## src/rtl/uart_rx_capture.sv

```systemverilog
// uart_rx_capture: 16x-oversampling serial frame receiver with a small
// receive buffer. Decodes 5-8 data bits, optional even/odd parity and
// 1 or 2 stop bits, and presents {fe, pe, data} on a valid/ready port.
//
// Ports:
//   sys_clk, rst_b        clock, asynchronous active-low reset
//   s_in                  serial line (idle high)
//   cfg_divisor           sys_clk cycles per oversample tick (0 acts as 1)
//   cfg_dls/pen/eps/stop  frame format, latched at start-bit detection
//   rx_data/rx_pe/rx_fe   head entry of the buffer (0 while empty)
//   rx_vld / rx_rdy       buffer non-empty / consumer accepts head entry
//   ovf / ovf_clr         sticky dropped-frame flag and its clear
//   busy                  receiver is inside a frame (registered)
module uart_rx_capture #(
  parameter int unsigned FIFO_DEPTH = 8
) (
  input  logic        sys_clk,
  input  logic        rst_b,
  input  logic        s_in,
  input  logic [15:0] cfg_divisor,
  input  logic [1:0]  cfg_dls,
  input  logic        cfg_pen,
  input  logic        cfg_eps,
  input  logic        cfg_stop,
  output logic [7:0]  rx_data,
  output logic        rx_pe,
  output logic        rx_fe,
  output logic        rx_vld,
  input  logic        rx_rdy,
  output logic        ovf,
  input  logic        ovf_clr,
  output logic        busy
);

  localparam int unsigned AW = (FIFO_DEPTH > 1) ? $clog2(FIFO_DEPTH) : 1;

  typedef enum logic [2:0] {
    S_IDLE, S_START, S_DATA, S_PARITY, S_STOP1, S_STOP2, S_WAIT_HIGH
  } state_e;

  // Input synchronizer; both stages reset to the idle level.
  logic sync1_q, line_q;

  always_ff @(posedge sys_clk or negedge rst_b) begin
    if (!rst_b) begin
      sync1_q <= 1'b1;
      line_q  <= 1'b1;
    end else begin
      sync1_q <= s_in;
      line_q  <= sync1_q;
    end
  end

  // Free-running tick generator. The >= compare lets a divisor decrease
  // take effect immediately instead of waiting for a counter wrap.
  logic [15:0] tcnt_q, tcnt_d, div_m1;
  logic        tick;

  always_comb begin
    div_m1 = (cfg_divisor == '0) ? '0 : cfg_divisor - 16'd1;
    tick   = (tcnt_q >= div_m1);
    tcnt_d = tick ? '0 : tcnt_q + 16'd1;
  end

  // Frame decoder state
  state_e      state_q, state_d;
  logic [3:0]  os_q, os_d;
  logic [2:0]  idx_q, idx_d;
  logic [7:0]  shreg_q, shreg_d;
  logic        pe_q, pe_d, fe_q, fe_d;
  logic [1:0]  dls_q, dls_d;
  logic        pen_q, pen_d, eps_q, eps_d, stop_q, stop_d;
  logic        busy_q;
  logic        mid, fe_now, push;
  logic [2:0]  last_idx;

  assign mid      = tick && (os_q == 4'd7);
  assign fe_now   = fe_q | ~line_q;
  assign last_idx = {1'b0, dls_q} + 3'd4;

  always_comb begin
    state_d = state_q;
    os_d    = tick ? os_q + 4'd1 : os_q;
    idx_d   = idx_q;
    shreg_d = shreg_q;
    pe_d    = pe_q;
    fe_d    = fe_q;
    dls_d   = dls_q;
    pen_d   = pen_q;
    eps_d   = eps_q;
    stop_d  = stop_q;
    push    = 1'b0;
    unique case (state_q)
      S_IDLE: begin
        if (!line_q) begin
          state_d = S_START;
          os_d    = '0;
          shreg_d = '0;
          pe_d    = 1'b0;
          fe_d    = 1'b0;
          dls_d   = cfg_dls;
          pen_d   = cfg_pen;
          eps_d   = cfg_eps;
          stop_d  = cfg_stop;
        end
      end
      S_START: begin
        if (mid) begin
          if (line_q) begin
            state_d = S_IDLE;
          end else begin
            state_d = S_DATA;
            idx_d   = '0;
          end
        end
      end
      S_DATA: begin
        if (mid) begin
          shreg_d[idx_q] = line_q;
          idx_d          = idx_q + 3'd1;
          if (idx_q == last_idx) state_d = pen_q ? S_PARITY : S_STOP1;
        end
      end
      S_PARITY: begin
        // Unused upper bits of shreg are zero, so ^shreg is the data parity.
        if (mid) begin
          pe_d    = (((^shreg_q) ^ line_q) == eps_q);
          state_d = S_STOP1;
        end
      end
      S_STOP1: begin
        if (mid) begin
          fe_d = fe_now;
          if (stop_q) begin
            state_d = S_STOP2;
          end else begin
            push    = 1'b1;
            state_d = fe_now ? S_WAIT_HIGH : S_IDLE;
          end
        end
      end
      S_STOP2: begin
        if (mid) begin
          fe_d    = fe_now;
          push    = 1'b1;
          state_d = fe_now ? S_WAIT_HIGH : S_IDLE;
        end
      end
      S_WAIT_HIGH: begin
        if (line_q) state_d = S_IDLE;
      end
      default: state_d = S_IDLE;
    endcase
  end

  always_ff @(posedge sys_clk or negedge rst_b) begin
    if (!rst_b) begin
      tcnt_q  <= '0;
      state_q <= S_IDLE;
      os_q    <= '0;
      idx_q   <= '0;
      shreg_q <= '0;
      pe_q    <= 1'b0;
      fe_q    <= 1'b0;
      dls_q   <= '0;
      pen_q   <= 1'b0;
      eps_q   <= 1'b0;
      stop_q  <= 1'b0;
      busy_q  <= 1'b0;
    end else begin
      tcnt_q  <= tcnt_d;
      state_q <= state_d;
      os_q    <= os_d;
      idx_q   <= idx_d;
      shreg_q <= shreg_d;
      pe_q    <= pe_d;
      fe_q    <= fe_d;
      dls_q   <= dls_d;
      pen_q   <= pen_d;
      eps_q   <= eps_d;
      stop_q  <= stop_d;
      busy_q  <= (state_q != S_IDLE);
    end
  end

  // Receive buffer
  logic [9:0]    mem [FIFO_DEPTH];
  logic [AW-1:0] wr_ptr_q, rd_ptr_q;
  logic [AW:0]   cnt_q;
  logic          ovf_q, full, empty, pop, push_ok;
  logic [9:0]    push_word, head;

  assign full      = (cnt_q == (AW+1)'(FIFO_DEPTH));
  assign empty     = (cnt_q == '0);
  assign pop       = !empty && rx_rdy;
  // A pop in the same cycle frees the slot a full buffer needs.
  assign push_ok   = push && (!full || pop);
  assign push_word = {fe_now, pe_q, shreg_q};

  always_ff @(posedge sys_clk) begin
    if (push_ok) mem[wr_ptr_q] <= push_word;
  end

  always_ff @(posedge sys_clk or negedge rst_b) begin
    if (!rst_b) begin
      wr_ptr_q <= '0;
      rd_ptr_q <= '0;
      cnt_q    <= '0;
      ovf_q    <= 1'b0;
    end else begin
      if (push_ok) wr_ptr_q <= wr_ptr_q + AW'(1);
      if (pop)     rd_ptr_q <= rd_ptr_q + AW'(1);
      if (push_ok && !pop)      cnt_q <= cnt_q + (AW+1)'(1);
      else if (!push_ok && pop) cnt_q <= cnt_q - (AW+1)'(1);
      if (push && !push_ok)     ovf_q <= 1'b1;
      else if (ovf_clr)         ovf_q <= 1'b0;
    end
  end

  assign head    = empty ? '0 : mem[rd_ptr_q];
  assign rx_data = head[7:0];
  assign rx_pe   = head[8];
  assign rx_fe   = head[9];
  assign rx_vld  = !empty;
  assign ovf     = ovf_q;
  assign busy    = busy_q;

endmodule

```

## config.mk

```make
export PLATFORM = sky130hd
export DESIGN_NAME = uart_rx_capture
export DESIGN_NICKNAME = d
export VERILOG_FILES = /design/src/rtl/uart_rx_capture.sv
export SDC_FILE = /design/constraint.sdc
export NUM_CORES = 1
export LEC_CHECK = 0
export ABC_AREA = 1
export BUFFER_PORTS_ARGS = -buffer_cell sky130_fd_sc_hd__buf_4
export CORE_MARGIN = 4
export CORE_UTILIZATION = 52
export CTS_CLUSTER_DIAMETER = 30
export CTS_CLUSTER_SIZE = 24
export DETAILED_ROUTE_END_ITERATION = 6
export PLACE_DENSITY = 0.77
export SLEW_MARGIN = 20
export SYNTH_ARGS = -nofsm -noshare
export SYNTH_HDL_FRONTEND = slang
export SYNTH_SLANG_ARGS = --single-unit
```

## constraint.sdc

```tcl
create_clock -name sys_clk -period 4 [get_ports sys_clk]
set_input_delay 1 -clock sys_clk [delete_from_list [all_inputs] [get_ports sys_clk]]
set_output_delay 1 -clock sys_clk [all_outputs]
set_load 0.02 [all_outputs]
```

==> results.json, run 1 <==
{
  "holdCritStartpoint": "sync1_q$_DFF_PN1_",
  "fin_crit_ps": 3960,
  "clk_pin_slew_worst_paths_ps": 60,
  "layout-drive-gt1-share_pct": 21.0,
  "final_util_pct": 63.7,
  "vias": 5455,
  "worstSetupPathType": "in -> reg",
  "ant_nets": 0,
  "relSlewSlack_pct": 52.1,
  "total_power_mw": 5.12,
  "cap_violations": 0,
  "grt_pass1_wl_um": 25200,
  "fmaxAchievable_mhz": 252,
  "crit_path_start_kind": "input port",
  "holdWs_ps": 355,
  "syn_to_final_growth_pct": 20.2,
  "grt.total_usage_pct": 19.8,
  "design_area_sq_mm": 0.00844,
  "fp.dieArea_sq_mm": 0.0154,
  "antenna_cells": 0,
  "reg2reg_setup_slack_ps": 1210,
  "cts.sinks": 135,
  "syn_inst": 749,
  "wl_um": 15100,
  "min_path_cells": 0,
  "hold-path-endpoint": "line_q$_DFF_PN1_",
  "design.core.area_sq_mm": 0.0132,
  "ioPinCount": 39,
  "worstPathArrival_ps": 4270,
  "finalCritPeriodShare_pct": 99.1,
  "p_leak_nw": 3.62,
  "async_reset_ff_share_pct": 40.7,
  "cts_made_buffers": 17,
  "setup_violations": 0,
  "place.gp.congestion": 0.941,
  "postSynthAreaPerCell_sq_um": 9.37,
  "die_h_um": 124,
  "antenna_found_initial": 0,
  "synth_edf_count": 80,
  "hpwl_um": 10500,
  "wire_per_inst_um": 14.9,
  "r2r_cells": 20,
  "grt.overflow.total": 0,
  "cp-end-kind": "register",
  "place.port_buffers": 38,
  "place_area_sq_mm": 0.00773,
  "fp-row-count": 42,
  "ys.warnings.count": 0,
  "firstDrtPassIters": 5,
  "hold_class": "reg -> reg",
  "ys_seq_elements": 135,
  "drc": 0,
  "cts_htree_levels": 4,
  "hold_viol_final": 0,
  "clockBufferDepth": 2,
  "worst_slew_pin_slew_ps": 719,
  "grt_pass1_vias": 5299,
  "final_common_cell": "nand2_1",
  "netlist-cell-type-count": 47,
  "final.setup.tns_ps": 0,
  "nNetsFinal": 880,
  "r2r-start": "tcnt_q[7]$_DFF_PN0_",
  "fin_worst_skew_ps": 8.80,
  "insertion_delay_ps": 420,
  "vdd_ir_drop_max_v": 0.000282,
  "final_cell_mix": "nand2_1, nor2_1, buf_4, edfxtp_1, dfrtp_1",
  "status": "finished clean",
  "power_density_mw_per_mm2": 607,
  "synth_seq_area_share_pct": 53.8,
  "crit_path_max_fanout": 3,
  "ys.flop_type": "edfxtp_1",
  "viasPerCell": 5.37,
  "initial_core_util_pct": 53.0,
  "syn_area_sq_mm": 0.00702,
  "drtIter0Drc": 533,
  "cts_root_buffer": "clkbuf_16",
  "die_x_um": 124,
  "critPathRequiredTime_ps": 4300,
  "synth_nets": 802,
  "grt_max_degree": 56,
  "cts_tree": "built",
  "reg2reg_to": "cnt_q[3]$_DFFE_PN0P_",
  "finalMaxSlewViolations": 0
}
flip-flops by register name (all words and copies together), names as in the netlist:
| name | flops |
|---|---|
| ovf | 1 |
| busy | 1 |
| fe_q | 1 |
| cnt_q | 4 |
| state_q | 3 |
| stop_q | 1 |
| tcnt_q | 16 |
| line_q | 1 |
| wr_ptr_q | 3 |
| rd_ptr_q | 3 |
| pe_q | 1 |
| os_q | 4 |
| pen_q | 1 |
| mem | 80 |
| idx_q | 3 |
| eps_q | 1 |
| dls_q | 2 |
| shreg_q | 8 |
| sync1_q | 1 |
final cells by class:
cell class / count / area [sq um]
Tap cell: 176 / 220
Timing Repair Buffer: 82 / 616
Multi-Input combinational cell: 522 / 2950
Fill cell: 1033 / 4810
Inverter: 69 / 259
Clock buffer: 24 / 524
Sequential cell: 135 / 3780
Clock inverter: 8 / 83.8
cells in the mapped netlist (all sizes together), types with 17 or more instances:
| library cell | count | area share, % |
|---|---|---|
| nand2 | 131 | 7.4 |
| nor2 | 115 | 6.6 |
| edfxtp | 80 | 34 |
| o21ai | 69 | 5.0 |
| inv | 68 | 3.6 |
| dfrtp | 53 | 19 |
| nand3 | 42 | 3.2 |
| nor3 | 28 | 2.4 |
| ha | 26 | 4.6 |
| xor2 | 21 | 2.6 |
| a21oi | 17 | 1.2 |
kinds of logic (layout without fill, tap and decap cells):
group	Yosys count	count (layout)	synth area share, %
flops	135	135	53.8
simple gates	352	352	23.3
mux	1	1	0.160
buf+inv	92	183	5.42
compound gates	112	112	8.62
xor+xnor	30	30	3.74
fa+ha+maj	27	27	4.92
metrics by stage:
step / instances / worst slack, ps
CTS: 1014 / 103
floorplan: 749 / -42.4
global placement: 982 / -238
global route: 1016 / -129
detailed placement: 982 / -338
finish: 1016 / 35.2
power breakdown:
| part | switching [mW] | internal, mW | leakage (nW) |
|---|---|---|---|
| combinational | 1.09 | 0.681 | 1.86 |
| clock | 0.577 | 0.982 | 0.289 |
| sequential | 0.175 | 1.61 | 1.47 |
critical path, stage by stage:
cell and delay [ps]:
buf_4 120, or2_4 250, nor2_4 120, nand4_1 200, nor3_2 170, xor2_1 180, nand2_1 80, ha_1 320
nand2_1 120, nor3_2 180, nand2_1 110, nand2_4 80, nand4_4 80, inv_2 110, ha_4 130, inv_1 60
ha_1 270, a21o_1 180, a21oi_2 160, nor2_1 50, nor2_1 100, nand2_1 60, xor2_1 130
how the worst max path moves through the flow:
stage	startpoint	slack (ps)	cells after the start	to
detailed placement	cfg_divisor[1]	-340	24	cnt_q[3]$_DFFE_PN0P_
floorplan	cfg_divisor[1]	-40	15	mem[0][0]$_DFFE_PP_
finish	cfg_divisor[1]	40	23	cnt_q[3]$_DFFE_PN0P_
CTS	cfg_divisor[1]	100	23	cnt_q[3]$_DFFE_PN0P_
global route	cfg_divisor[1]	-130	24	cnt_q[3]$_DFFE_PN0P_
global placement	cfg_divisor[1]	-240	24	cnt_q[3]$_DFFE_PN0P_
metal layers:
layer | share of wire [%] | global-route usage (%) | vias up | routed length, um
li1 | - | - | 2692 | -
met1 | 44 | 25.7 | 2585 | 6580
met2 | 50 | 33.0 | 150 | 7590
met3 | 4.3 | 4.21 | 28 | 654
met4 | 1.8 | 7.41 | 0 | 272
met5 | 0 | 0 | - | 0
repair_timing:
action                                  CTS  global route
gates resized for setup                   0            20
hold buffers                              0             0
setup buffers                             0             2
endpoints found under the setup margin    0             3
Note: power is estimated with default switching activity, not from simulation.
==> run 2: changes to the inputs <==
--- a/config.mk
+++ b/config.mk
@@ -5,14 +5,13 @@
 export SDC_FILE = /design/constraint.sdc
 export NUM_CORES = 1
 export LEC_CHECK = 0
-export ABC_AREA = 1
 export BUFFER_PORTS_ARGS = -buffer_cell sky130_fd_sc_hd__buf_4
 export CORE_MARGIN = 4
 export CORE_UTILIZATION = 52
 export CTS_CLUSTER_DIAMETER = 30
 export CTS_CLUSTER_SIZE = 24
 export DETAILED_ROUTE_END_ITERATION = 6
-export PLACE_DENSITY = 0.77
+export PLACE_DENSITY_LB_ADDON = 0.25
 export SLEW_MARGIN = 20
 export SYNTH_ARGS = -nofsm -noshare
 export SYNTH_HDL_FRONTEND = slang
==> run 2 against run 1 <==
Effect of this change:
- the flow now finishes with violations (negative setup slack)
- cell count is 21% lower
- core utilization is 6.7 points higher
- clock power is 5% lower
- die area is 5.5% lower
- synthesized cell count is 30% lower
- critical endpoint unchanged
- highest routed layer unchanged
==> results.json, run 2 <==
{
  "grt.overflow.total": 0,
  "relSlewSlack_pct": 31.9,
  "cap_violations": 0,
  "clk_pin_slew_worst_paths_ps": 50,
  "synth_edf_count": 80,
  "regArea_sq_mm": 0.00378,
  "die_x_um": 121,
  "met1_usage_pct": 27.1,
  "final_common_cell": "edfxtp_1",
  "place.port_buffers": 38,
  "cts_root_buffer": "clkbuf_16",
  "cp_cell_sequence": "buf_6 -> or3_4 -> nor4_4 -> nand2_2 -> nor3_2 -> xor2_1 -> nand2_1 -> ha_4 -> nand4_1 -> or4_4 -> o32a_4 -> nand2_4 -> nand2_8 -> inv_4 -> ha_4 -> inv_4 -> ha_4 -> a21o_1 -> a21oi_2 -> xnor2_1 -> nor2_1 -> xor2_1",
  "design.core.area_sq_mm": 0.0122,
  "place.gp.congestion": 0.876,
  "antenna_found_initial": 0,
  "status": "finished with violations",
  "top_register": "mem",
  "worstSetupPathType": "in -> reg",
  "top_regs": "mem (80), tcnt_q (16), shreg_q (8)",
  "timing.final.ws_setup_ps": -567,
  "critPathRequiredTime_ps": 4300,
  "ys.warnings.count": 0,
  "crit_path_max_fanout": 4,
  "finalCritPeriodShare_pct": 114,
  "die_h_um": 121,
  "violations": "negative setup slack",
  "cp-end-kind": "register",
  "grtUsageMet2_pct": 37.4,
  "wire_per_inst_um": 18.5,
  "cts_made_buffers": 17,
  "viasPerCell": 5.63,
  "grt_use_met3_pct": 4.77,
  "fmaxAchievable_mhz": 219,
  "antenna_cells": 0,
  "vdd_ir_drop_max_v": 0.000610,
  "grt_pass1_vias": 4716,
  "syn_area_sq_mm": 0.00661,
  "firstDrtPassIters": 5,
  "cts_tree": "built",
  "finalMaxSlewViolations": 0,
  "netlist_top_cells_count": "edfxtp_1, nand2_1, dfrtp_1, nor2_1, xnor2_1",
  "synth_top_area_share_pct": 36.3,
  "total_power_mw": 4.69,
  "fin_crit_ps": 4570,
  "ioPinCount": 39,
  "nNetsFinal": 678,
  "hold_class": "reg -> reg",
  "ant_nets": 0,
  "hold_viol_final": 0,
  "final_cell_mix": "edfxtp_1, buf_4, nand2_1, dfrtp_1, nor2_1",
  "grt_busiest_layer": "met2",
  "worst_slew_pin_slew_ps": 1020,
  "cpMaxStageDelayCell": "or4_4",
  "async_reset_ff_share_pct": 40.7,
  "hpwl_um": 9280,
  "cts_htree_levels": 4,
  "layout-drive-gt1-share_pct": 31.7,
  "synth_nets": 577,
  "final_util_pct": 70.4,
  "worstPathArrival_ps": 4870,
  "fp-row-count": 40,
  "yosysTopAreaCell": "edfxtp_1",
  "p_leak_nw": 3.36,
  "max_stage_delay_ps": 540,
  "syn_inst": 524,
  "synth_seq_area_share_pct": 57.2,
  "fin_worst_skew_ps": 12.9,
  "drc": 0,
  "ys.flop_type": "edfxtp_1",
  "crit_path_frequent_cell": "ha_4",
  "power_density_mw_per_mm2": 545,
  "netlist-cell-type-count": 54,
  "syn_to_final_growth_pct": 30.1,
  "wl_um": 14900,
  "cts.sinks": 135,
  "cts_hold_buf": 0,
  "drtIter0Drc": 375,
  "grt_max_degree": 56,
  "postSynthAreaPerCell_sq_um": 12.6,
  "vias": 4541,
  "crit_path_start_kind": "input port",
  "grt_pass1_wl_um": 24200,
  "final.fill_count": 860,
  "fp.dieArea_sq_mm": 0.0146,
  "clockBufferDepth": 2,
  "rsz0062_at_grt": "yes",
  "grt.total_usage_pct": 21.9,
  "largest_reg_flops": 80,
  "insertion_delay_ps": 420,
  "yosysMostFrequentCell": "edfxtp_1",
  "multi_input_area_sq_mm": 0.00304,
  "setup_violations": 99,
  "synth_area_leaders": "edfxtp_1, dfrtp_1, mux4_2",
  "initial_core_util_pct": 54.1,
  "ys_seq_elements": 135
}
[run 2: cell count changes in the layout (fill, tap and decap cells not counted), moves of 12 or more]
cell,change
nor2_1,-64
nand2_1,-63
inv_1,-45
o21ai_0,-43
nand3_1,-25
xnor2_1,+23
mux4_2,+20
inv_2,-16
o21ai_1,-16
buf_6,+13
mux2i_1,+13
nor3_1,-12
[run 2: cell type report]
cell class,instances,share of cell area [%]
inverter,9,0.451
sequential,135,44.0
tap,168,2.44
clock inverter,12,1.51
clock buffer,20,5.08
multi-input combinational,359,35.3
timing repair buffer,103,11.2
[run 2: worst max-delay path: cells and delay by family]
| family | cells | cell delay, ps |
|---|---|---|
| xor+xnor | 3 | 440 |
| fa+ha+maj | 3 | 610 |
| simple gates | 10 | 1960 |
| buf+inv | 3 | 180 |
| compound gates | 3 | 670 |
[run 2: where the power goes]
group | total [mW] | switching (mW) | internal, mW
clock network | 1.48 | 0.568 | 0.914
registers | 1.91 | 0.287 | 1.62
logic | 1.30 | 0.614 | 0.682
total | 4.69 | 1.47 | 3.22
[run 2: worst paths after layout]
check / cells past startpoint / endpoint / from / slack, ps
min reg2reg: 0 / line_q$_DFF_PN1_ / sync1_q$_DFF_PN1_ / 360
min in group asynchronous: 1 / stop_q$_DFFE_PN0P_ / rst_b / 640
min: 0 / line_q$_DFF_PN1_ / sync1_q$_DFF_PN1_ / 360
max in group asynchronous: 1 / tcnt_q[2]$_DFF_PN0_ / rst_b / 2910
max: 22 / cnt_q[3]$_DFFE_PN0P_ / cfg_divisor[3] / -570
max reg2reg: 15 / cnt_q[3]$_DFFE_PN0P_ / tcnt_q[11]$_DFF_PN0_ / 840
[run 2: layer usage]
metal  wire length [um]  vias up
li1                   -     2144
met1               6010     2248
met2               7980      123
met3                627       26
met4                320        0
met5                  0        -
[run 2: per-stage QoR]
step	hold slack [ps]	setup TNS (ps)	area (sq um)	setup WS, ps	std cells
6_report	355	-30410	8600	-567	806
3_5_place_dp	349	-94010	7680	-1170	757
3_3_place_gp	345	-85280	7680	-1050	757
2_1_floorplan	345	-59590	6840	-936	524
5_1_grt	362	-50480	8600	-771	806
4_1_cts	357	-19730	8480	-526	800
[run 2: cells by family (layout without fill, tap and decap cells)]
logic type	count (synthesis)	in the layout	share of synthesized area (%)
AOI/OAI and AO/OA	52	52	5.47
xor gates and xnor gates	50	50	6.63
adders and majority gates	27	27	5.22
buffers and inverters	30	144	1.91
DFF	135	135	57.2
muxes	37	37	9.46
and+or+nand+nor	193	193	14.1
[run 2: repair_timing]
action / 4_1_cts / 5_1_grt
cloned: 3 / 1
pin swaps: 14 / 7
buffers inserted: 9 / 7
endpoints found under the setup margin: 119 / 107
resized for setup: 32 / 18
==> run 3: changes to the inputs <==
==> constraint.sdc (replaced) <==
create_clock -name sys_clk -period 4.2 [get_ports sys_clk]
set_input_delay 1.05 -clock sys_clk [delete_from_list [all_inputs] [get_ports sys_clk]]
set_output_delay 1.05 -clock sys_clk [all_outputs]
set_load 0.02 [all_outputs]
==> run 3 against run 2 <==
Effect of this change:
- the run still ends with negative setup slack left
- non-clock buffer count grew 4
- clock skew down 1.9 ps
- core utilization grew 0.31 points
- via count rose by 0.15%
- cell count rose by 0.50%
- critical path depth is the same
- worst hold slack about the same
- count of clock-buffer cells in the layout shrank 2
- critical path type unchanged
- register-to-register slack better by 210 ps
- critical endpoint unchanged
- power down 2.7%
==> results.json, run 3 (synthesized netlist as in run 2, its figures left out) <==
{
  "syn_to_final_growth_pct": 30.6,
  "startpoint": "cfg_divisor[3]",
  "grt_pass1_vias": 4699,
  "fin_crit_ps": 4610,
  "final_common_cell": "buf_4",
  "min_path_cells": 0,
  "clk_pin_slew_worst_paths_ps": 60,
  "vias": 4548,
  "top_register": "mem",
  "grt.total_usage_pct": 21.9,
  "final_util_pct": 70.7,
  "place.port_buffers": 38,
  "swShare_pct": 30.9,
  "fp.dieArea_sq_mm": 0.0146,
  "timing.final.ws_setup_ps": -413,
  "p_switching_mw": 1.41,
  "final_cell_mix": "buf_4, edfxtp_1, nand2_1, dfrtp_1, nor2_1",
  "holdWs_ps": 356,
  "nNetsFinal": 682,
  "p_leak_nw": 3.40,
  "fmaxAchievable_mhz": 217,
  "antenna_cells": 0,
  "cap_violations": 0,
  "largest_reg_flops": 80,
  "ioPinCount": 39,
  "design.core.area_sq_mm": 0.0122,
  "multi_input_area_sq_mm": 0.00302,
  "worst_slew_pin_slew_ps": 979,
  "die_x_um": 121,
  "cts.sinks": 135,
  "share_comb_of_total_power_pct": 26.8,
  "grt_max_degree": 56,
  "critPathRequiredTime_ps": 4500,
  "ant_nets": 0,
  "insertion_delay_ps": 420,
  "worstPathArrival_ps": 4910,
  "drtIter0Drc": 369,
  "r2r_cells": 15,
  "layout-drive-gt1-share_pct": 32.6,
  "power.internal_mw": 3.15,
  "dp_slack_ps": -1080,
  "hpwl_um": 9400,
  "drc": 0,
  "hold_class": "reg -> reg",
  "fin_worst_skew_ps": 11.0,
  "hold_viol_final": 0,
  "pwr-share-clk_pct": 33.4,
  "cp-end-kind": "register",
  "cts_tree": "built",
  "finalMaxSlewViolations": 0,
  "status": "finished with violations",
  "place.gp.congestion": 0.917,
  "design_area_sq_mm": 0.00864,
  "vdd_ir_drop_max_v": 0.000660,
  "power_density_mw_per_mm2": 528,
  "cts_htree_levels": 4,
  "place_area_sq_mm": 0.00771,
  "top_regs": "mem (80), tcnt_q (16), shreg_q (8)",
  "die_h_um": 121,
  "relSlewSlack_pct": 34.2,
  "crit_path_start_kind": "input port",
  "crit_path_max_fanout": 4,
  "initial_core_util_pct": 54.1,
  "reg2reg_setup_slack_ps": 1050,
  "final.fill_count": 865,
  "firstDrtPassIters": 5,
  "wl_um": 15000,
  "violations": "negative setup slack",
  "final.setup.tns_ps": -21300,
  "fp-row-count": 40,
  "reg2reg_to": "cnt_q[3]$_DFFE_PN0P_",
  "antenna_found_initial": 0,
  "cts_root_buffer": "clkbuf_16",
  "finalCritPeriodShare_pct": 110,
  "regArea_sq_mm": 0.00378,
  "r2r-start": "tcnt_q[11]$_DFF_PN0_",
  "worstSetupPathType": "in -> reg",
  "rsz0062_at_grt": "yes",
  "grt_pass1_wl_um": 24300,
  "setup_violations": 97,
  "p_seq_share_pct": 39.8,
  "wire_per_inst_um": 18.6,
  "grt.overflow.total": 0,
  "crit_path_end": "cnt_q[3]$_DFFE_PN0P_",
  "cts_hold_buf": 0,
  "cts_made_buffers": 17,
  "viasPerCell": 5.61,
  "clockBufferDepth": 2
}
## run 3: cell types whose count changed in the layout (fill, tap and decap cells not counted), moves of 2 or more
cell and delta:
buf_4 +4, buf_6 +3, clkbuf_1 -3, inv_6 +3, buf_8 -2, clkinvlp_4 -2
## run 3: worst max-delay path, cell delays in order
cell     delay (ps)
buf_6            90
or3_4           390
nor4_4          250
nand2_2         150
nor3_2          210
xor2_1          200
nand2_1         130
ha_4            280
nand4_1         110
or4_4           430
o32a_4          340
nand2_4         100
nand2_8          60
inv_4            50
ha_4            150
inv_6            40
ha_4            200
a21o_1          160
a21oi_2         140
xnor2_1         130
nor2_1           80
xor2_1          150
## run 3: how the worst min path moves through the flow
| stage | slack (ps) | endpoint | from |
|---|---|---|---|
| final | 360 | line_q$_DFF_PN1_ | sync1_q$_DFF_PN1_ |
| after global routing | 360 | line_q$_DFF_PN1_ | sync1_q$_DFF_PN1_ |
| after CTS | 360 | line_q$_DFF_PN1_ | sync1_q$_DFF_PN1_ |
| after floorplan | 350 | line_q$_DFF_PN1_ | sync1_q$_DFF_PN1_ |
| after detailed placement | 350 | line_q$_DFF_PN1_ | sync1_q$_DFF_PN1_ |
| after global placement | 350 | line_q$_DFF_PN1_ | sync1_q$_DFF_PN1_ |
## run 3: routing by layer
layer | track usage (%) | vias to the layer above | wire, um
li1 | - | 2146 | -
met1 | 27.1 | 2267 | 6190
met2 | 37.8 | 116 | 7970
met3 | 4.07 | 19 | 671
met4 | 8.92 | 0 | 201
met5 | 0 | - | 0
## run 3: per-stage QoR
stage | cells | power, mW
floorplan | 524 | 2.60
global placement | 761 | 2.95
detailed placement | 761 | 3.01
CTS | 805 | 4.57
global route | 810 | 4.80
finish | 810 | 4.56
## run 3: area by class of cell
cell class	instances	share of cell area, %
Clock buffer	18	5.09
Inverter	9	0.478
Timing Repair Buffer	107	11.2
Clock inverter	14	2.00
Tap cell	168	2.43
Multi-Input combinational cell	359	35.0
Sequential cell	135	43.8
## run 3: timing repair
action,CTS,global route
endpoints found under the hold margin,0,0
pin swaps,12,11
setup endpoints to repair,105,105
buffers inserted,10,10
gates resized for setup,31,18
gates cloned,2,1
## run 3: power by group through the flow
stage                     Sequential [mW]  Clock [mW]  Combinational [mW]
after global placement               1.82           0                1.13
after CTS                            1.81        1.54                1.21
after detailed placement             1.83           0                1.18
after floorplan                      1.69           0               0.909
after global routing                 1.84        1.60                1.35
final                                1.82        1.52                1.22
